$ cat src/rtl/implicant_eval.sv
// Sum-of-products evaluator: scans an implicant table LANES entries per cycle.
// Optional lowest-matching-entry index output enabled by IMPLICANT_EVAL_IDX_EN.
module implicant_eval #(
    parameter int unsigned N_VARS  = 11,
    parameter int unsigned N_TERMS = 64,
    parameter int unsigned LANES   = 4
) (
    input  logic                       clk,
    input  logic                       rst_n,
    input  logic                       cfg_we,
    input  logic [$clog2(N_TERMS)-1:0] cfg_addr,
    input  logic [N_VARS-1:0]          cfg_care,
    input  logic [N_VARS-1:0]          cfg_val,
    input  logic                       cfg_en,
    output logic                       cfg_ack,
    input  logic                       in_valid,
    output logic                       in_ready,
    input  logic [N_VARS-1:0]          in_vec,
    output logic                       out_valid,
    input  logic                       out_ready,
`ifdef IMPLICANT_EVAL_IDX_EN
    output logic                       out_f,
    output logic [$clog2(N_TERMS)-1:0] out_idx
`else
    output logic                       out_f
`endif
);

    localparam int unsigned A_W      = $clog2(N_TERMS);
    localparam int unsigned N_GROUPS = N_TERMS / LANES;
    localparam int unsigned G_W      = (N_GROUPS > 1) ? $clog2(N_GROUPS) : 1;
    localparam logic [G_W-1:0] LAST_G = G_W'(N_GROUPS - 1);

    localparam logic [1:0] IDLE = 2'd0;
    localparam logic [1:0] SCAN = 2'd1;
    localparam logic [1:0] DONE = 2'd2;

    logic [1:0]        state, state_nxt;
    logic [G_W-1:0]    g, g_nxt;
    logic [N_VARS-1:0] vec, vec_nxt;
    logic              out_valid_nxt, out_f_nxt, cfg_ack_nxt, in_ready_nxt;
    logic              tbl_we;

    logic [N_VARS-1:0] care [N_TERMS];
    logic [N_VARS-1:0] val  [N_TERMS];
    logic [N_TERMS-1:0] en;

    logic [A_W-1:0]    lane_idx [LANES];
    logic [LANES-1:0]  lane_hit;
    logic              hit;

`ifdef IMPLICANT_EVAL_IDX_EN
    logic [A_W-1:0]    hit_idx, out_idx_nxt;
`endif

    // Compare the current group of entries against the latched vector
    always_comb begin
        lane_hit = '0;
        for (int unsigned l = 0; l < LANES; l++) begin
            lane_idx[l] = A_W'(32'(g) * LANES + l);
            lane_hit[l] = en[lane_idx[l]]
                        & ~|((vec ^ val[lane_idx[l]]) & care[lane_idx[l]]);
        end
        hit = |lane_hit;
    end

`ifdef IMPLICANT_EVAL_IDX_EN
    // Lowest lane wins so the reported entry is the lowest-numbered match
    always_comb begin
        hit_idx = '0;
        for (int l = LANES - 1; l >= 0; l--) begin
            if (lane_hit[l]) hit_idx = lane_idx[l];
        end
    end
`endif

    // Next-state and registered-output logic
    always_comb begin
        state_nxt     = state;
        g_nxt         = g;
        vec_nxt       = vec;
        out_valid_nxt = out_valid;
        out_f_nxt     = out_f;
        cfg_ack_nxt   = 1'b0;
        tbl_we        = 1'b0;
`ifdef IMPLICANT_EVAL_IDX_EN
        out_idx_nxt   = out_idx;
`endif
        case (state)
            IDLE: begin
                tbl_we      = cfg_we;
                cfg_ack_nxt = cfg_we;
                if (in_valid) begin
                    vec_nxt   = in_vec;
                    g_nxt     = '0;
                    state_nxt = SCAN;
                end
            end
            SCAN: begin
                if (hit) begin
                    state_nxt     = DONE;
                    out_valid_nxt = 1'b1;
                    out_f_nxt     = 1'b1;
`ifdef IMPLICANT_EVAL_IDX_EN
                    out_idx_nxt   = hit_idx;
`endif
                end else if (g == LAST_G) begin
                    state_nxt     = DONE;
                    out_valid_nxt = 1'b1;
                    out_f_nxt     = 1'b0;
`ifdef IMPLICANT_EVAL_IDX_EN
                    out_idx_nxt   = '0;
`endif
                end else begin
                    g_nxt = g + G_W'(1);
                end
            end
            DONE: begin
                if (out_ready) begin
                    state_nxt     = IDLE;
                    out_valid_nxt = 1'b0;
                    out_f_nxt     = 1'b0;
`ifdef IMPLICANT_EVAL_IDX_EN
                    out_idx_nxt   = '0;
`endif
                end
            end
            default: state_nxt = IDLE;
        endcase
        in_ready_nxt = (state_nxt == IDLE);
    end

    always_ff @(posedge clk or negedge rst_n) begin
        if (!rst_n) begin
            state     <= IDLE;
            g         <= '0;
            vec       <= '0;
            out_valid <= 1'b0;
            out_f     <= 1'b0;
            cfg_ack   <= 1'b0;
            in_ready  <= 1'b1;
            en        <= '0;
`ifdef IMPLICANT_EVAL_IDX_EN
            out_idx   <= '0;
`endif
        end else begin
            state     <= state_nxt;
            g         <= g_nxt;
            vec       <= vec_nxt;
            out_valid <= out_valid_nxt;
            out_f     <= out_f_nxt;
            cfg_ack   <= cfg_ack_nxt;
            in_ready  <= in_ready_nxt;
            if (tbl_we) en[cfg_addr] <= cfg_en;
`ifdef IMPLICANT_EVAL_IDX_EN
            out_idx   <= out_idx_nxt;
`endif
        end
    end

    // Literal storage is qualified by en, so it needs no reset
    always_ff @(posedge clk) begin
        if (tbl_we) begin
            care[cfg_addr] <= cfg_care;
            val[cfg_addr]  <= cfg_val;
        end
    end

endmodule
$ cat config.mk
export PLATFORM = sky130hd
export DESIGN_NAME = implicant_eval
export DESIGN_NICKNAME = d
export VERILOG_FILES = /design/src/rtl/implicant_eval.sv
export SDC_FILE = /design/constraint.sdc
export NUM_CORES = 1
export LEC_CHECK = 0
export BUFFER_PORTS_ARGS = -buffer_cell sky130_fd_sc_hd__buf_2
export CAP_MARGIN = 25
export CORE_UTILIZATION = 29
export DETAILED_ROUTE_END_ITERATION = 10
export HOLD_SLACK_MARGIN = 0.06
export PLACE_DENSITY = 0.44
export SLEW_MARGIN = 25
export SYNTH_ARGS = -nofsm -noshare
export SYNTH_HDL_FRONTEND = slang
export SYNTH_SLANG_ARGS = --single-unit
$ cat constraint.sdc
create_clock -name clk -period 5.5 [get_ports clk]
set_input_delay 1.65 -clock clk [delete_from_list [all_inputs] [get_ports clk]]
set_output_delay 1.65 -clock clk [all_outputs]
set_load 0.02 [all_outputs]
==> flow_results.org <==
** Placed design
- At the end of routability-driven placement, the weighted congestion stood at 0.7687.
- At the placement stage, the worst setup path has a slack of 1.080 ns.
- IO buf count :: 48
- Detailed placement ended at an HPWL of 104,500 um.

** Floorplanning
- For this configuration, the core starts out at a cell density of 0.2925.
- Number of rows in the core area :: 165
- The core region is 202,500 um2.
- Vert. Die Dim :: 454.0 um
- The die covers 206,100 um2.
- Chip width :: 454.0 um
- During I/O placement, the number of pins put on the boundary was 49.

** Cells and area
- The filler cells instantiated in the layout total 19,156.
- Multi-input logic area :: 13,840 um2
- Growth of design area from synthesis to finish :: 16.36%
- Of the cells placed in the final design, the portion with a size suffix greater than 1 is 0.2281.
- The final layout contains 3,487 nets.
- Register cell area after layout :: 44,440 um2

** Synthesis
- Number of flops mapped to enable cells by yosys :: 1,408
- Counting flops and latches in the post-synthesis netlist gives 1,493.
- Each instance of the synthesized netlist takes up on average 18.50 um2.
- In the synthesized netlist the dominant register cell turns out to be sky130_fd_sc_hd__edfxtp_1.
- Of the synthesized area, sequential elements account for 0.7497.
- Leading cell types by total area after synthesis :: sky130_fd_sc_hd__edfxtp_1 (71%), sky130_fd_sc_hd__mux4_2 (5.6%), sky130_fd_sc_hd__xor2_1 (3.8%)
- Counting every net in the synthesized netlist gives 3,248.
- After synthesis, the share of flip-flops with an asynchronous set or reset is 0.05693.
- Most common library cells after synthesis :: sky130_fd_sc_hd__edfxtp_1 (1,408), sky130_fd_sc_hd__xor2_1 (260), sky130_fd_sc_hd__mux2i_1 (155), sky130_fd_sc_hd__mux4_2 (148), sky130_fd_sc_hd__nor2_1 (113)
- The share of synthesized area in the top cell type comes to 0.7137.
- Number of cells produced by synthesis :: 3,202
- Cell area after synthesis :: 59,240 um2
- In the post-synthesis netlist, the cell with the most instances is sky130_fd_sc_hd__edfxtp_1.
- Syn. warnings :: 0
- sky130_fd_sc_hd__edfxtp_1 takes more of the synthesized area than any other cell.
- Yosys mapped the design onto 84 distinct sky130hd cell types.

** Timing
- Counting I/O delays and the setup requirement, the final critical path takes 4.385 ns.
- Transition at the pin with the smallest max-transition slack :: 1.042 ns
- Achievable clock frequency :: 228.0 MHz
- Worst setup slack after layout :: 1.115 ns
- The final-report hold violation count is 0.
- Measured against its own limit, the worst slew margin works out to 0.3048.
- Portion of the clock cycle consumed by the worst path in the final layout :: 0.7973
- Final-report setup violation count :: 0
- The count of pins over their slew limit is 0.
- Setup repair after global routing left no endpoint under its margin.
- For the final database, setup skew stands at 0.02274 ns.
- Final TNS setup :: 0 ns

** Min path
- Worst Hold Endpoint :: en[60]$_DFFE_PN0P_
- Along the worst hold path, the cell count comes to 1.
- Hold Path Origin :: en[60]$_DFFE_PN0P_
- The path class of the tightest hold or removal check is flop to flop.

** Detailed routing
- After detailed routing, the total wire length is 176,900 um.
- In the final routed layout, each cell accounts on average for 28.27 um.
- DRC :: 0
- For this run, the detailed router's first-pass iteration total came to 7.
- Post-DR vias/cell :: 4.866
- Detailed routing inserted a total of 30,439 vias.
- Remaining number of nets flagged by the antenna check after routing :: 0
- The first routing iteration left 2,351 violations.

** Critical path
- Number of buffers and inverters on the critical path :: 1
- Worst Reg2Reg Path Length in Cells :: 11
- In this run the critical register-to-register path is launched from g[1]$_DFFE_PN0P_.
- The worst setup path is launched from a flop.
- Sort of element at the end of the critical path :: flop
- Data on the critical path arrives at its endpoint at 5.06 ns.
- Delay-heaviest family, CP :: compound AO/OA/AOI/OAI gates
- At the worst endpoint, the required time is 6.17 ns.
- Setup slack of the worst register-to-register path :: 1.11 ns
- Critical Setup Path Class :: flop to flop
- Walking the worst path, the cells encountered are buf_4 > mux4_2 > xor2_1 > a31oi_1 > o31a_1 > o2111ai_1 > a221oi_1 > a32o_1 > a211oi_4 > a311o_1 > o311ai_1.
- Of all nets on the critical path, the largest fanout is 53.
- Reg-to-reg endpoint :: g[2]$_DFFE_PN0P_
- The largest individual stage delay along the critical path comes from the cell sky130_fd_sc_hd__dfrtp_4.
- The largest single stage delay on the critical path is 0.78 ns.

** Global routing
- Summed over all layers, the global routing overflow is 0.
- Via count of the first global-routing pass :: 31,361
- Across every metal layer, demand over resource in global routing totals 0.1718.
- Number of antenna violations at the first check in global routing :: 19
- Maximum number of pins on one net before global-route repair :: 96
- The first global-routing pass estimated 248,900 um of wire.

** Clock tree
- Number of buffers inserted by hold repair at cts :: 0
- Insertion delay of the later-clocked pin in the worst-skew pair :: 0.78 ns
- Counting along the longest clock path gives a buffer depth of 3.
- Clock-pin slew was measured on the worst setup and hold paths at 0.06 ns.
- Clk sink count :: 1,493
- CTS tree :: built
- Setup Buffers After CTS :: 0
- The clock tree synthesis step divided the H-tree into 4 levels.
- Clock tree synthesis inserted a total of 166 buffers.
- Number of resized instances in the post-cts repair step :: 0
- The cell sitting at the root of the clock tree is a sky130_fd_sc_hd__clkbuf_16.

** Power and ir drop
- Power Density :: 476.1 nW/um2
- Leakage power figure :: 22.45 nW
- IR drop worst, VDD :: 0.0003281 V

** Run
- Total of max-cap violations :: 0

** Run status
- The run finished with clean final reports.
where the power goes:
| part | internal (mW) | switching, mW | total (mW) |
|---|---|---|---|
| combinational | 3.31 | 5.18 | 8.49 |
| sequential | 12.7 | 0.736 | 13.4 |
| clock | 6.42 | 4.51 | 10.9 |
registers in the layout, summed over array words and instances, names as in the netlist:
register	cells
care	704
out_valid	1
val	704
cfg_ack	1
en	64
vec	11
g	4
state	2
out_f	1
in_ready	1
cells in the final DEF, fill, tap and decap left out, types with 36 or more instances in the layout:
| cell | synthesis | final |
|---|---|---|
| sky130_fd_sc_hd__a21oi_1 | 36 | 36 |
| sky130_fd_sc_hd__a221oi_1 | 62 | 62 |
| sky130_fd_sc_hd__buf_4 | 36 | 198 |
| sky130_fd_sc_hd__clkbuf_1 | 28 | 50 |
| sky130_fd_sc_hd__clkbuf_16 | 0 | 172 |
| sky130_fd_sc_hd__dfrtp_1 | 84 | 70 |
| sky130_fd_sc_hd__edfxtp_1 | 1408 | 1408 |
| sky130_fd_sc_hd__mux2_2 | 107 | 107 |
| sky130_fd_sc_hd__mux2i_1 | 155 | 155 |
| sky130_fd_sc_hd__mux4_2 | 148 | 148 |
| sky130_fd_sc_hd__nand2_1 | 112 | 112 |
| sky130_fd_sc_hd__nand3_1 | 68 | 68 |
| sky130_fd_sc_hd__nor2_1 | 113 | 49 |
| sky130_fd_sc_hd__nor2_2 | 0 | 64 |
| sky130_fd_sc_hd__o21ai_0 | 49 | 49 |
| sky130_fd_sc_hd__xnor2_1 | 91 | 91 |
| sky130_fd_sc_hd__xor2_1 | 260 | 260 |
logic make-up (layout without fill, tap and decap cells):
kind of cell	count (synthesis)	in the layout	share of synthesized area
AOI/OAI and AO/OA	344	344	0.04387
DFF	1493	1493	0.7497
adders and majority gates	1	1	0.0002112
buffers and inverters	197	573	0.01937
and+or+nand+nor	406	406	0.03219
other	0	6	0
xor gates and xnor gates	351	351	0.05190
muxes	410	410	0.1028
routing by layer:
layer,part of all wire,track usage,wire [um],up-vias
li1,-,-,-,13200
met5,0,0,0,-
met3,0.038,0.02316,6684,211
met2,0.49,0.2846,85880,662
met1,0.46,0.2377,80750,16366
met4,0.020,0.04091,3569,0
layout make-up:
cell class | count | share of cell area
multi-input cells | 1512 | 0.2008
inverters | 30 | 0.001652
clock buffers | 231 | 0.06696
repair buffers | 238 | 0.02652
flip-flops and latches | 1493 | 0.6448
well taps | 2672 | 0.04850
clock inverters | 74 | 0.01051
diodes | 6 | 0.0002178
worst max-delay path by stage:
stage / startpoint / endpoint / slack, ns / cells after the start
detailed placement: cfg_we / val[36][9]$_DFFE_PP_ / 1.08 / 6
finish: g[1]$_DFFE_PN0P_ / g[2]$_DFFE_PN0P_ / 1.11 / 11
global placement: g[1]$_DFFE_PN0P_ / g[2]$_DFFE_PN0P_ / 1.10 / 11
floorplan: cfg_addr[4] / en[16]$_DFFE_PN0P_ / 1.49 / 5
CTS: g[1]$_DFFE_PN0P_ / g[2]$_DFFE_PN0P_ / 1.09 / 10
global route: g[1]$_DFFE_PN0P_ / g[2]$_DFFE_PN0P_ / 0.88 / 11
through the flow:
stage               hold WS, ns  std cells  area, um2  power, mW  utilization
floorplan                0.4490       3202      59240      18.89            -
global placement         0.4844       5945      63560      22.34       0.3138
detailed placement       0.4915       5945      63570      22.30       0.3139
CTS                      0.5047       6250      68910      33.31       0.3403
global route             0.5120       6251      68910      34.12       0.3403
finish                   0.4999       6256      68930      32.81       0.3403
Note: power is estimated with default switching activity, not from simulation.
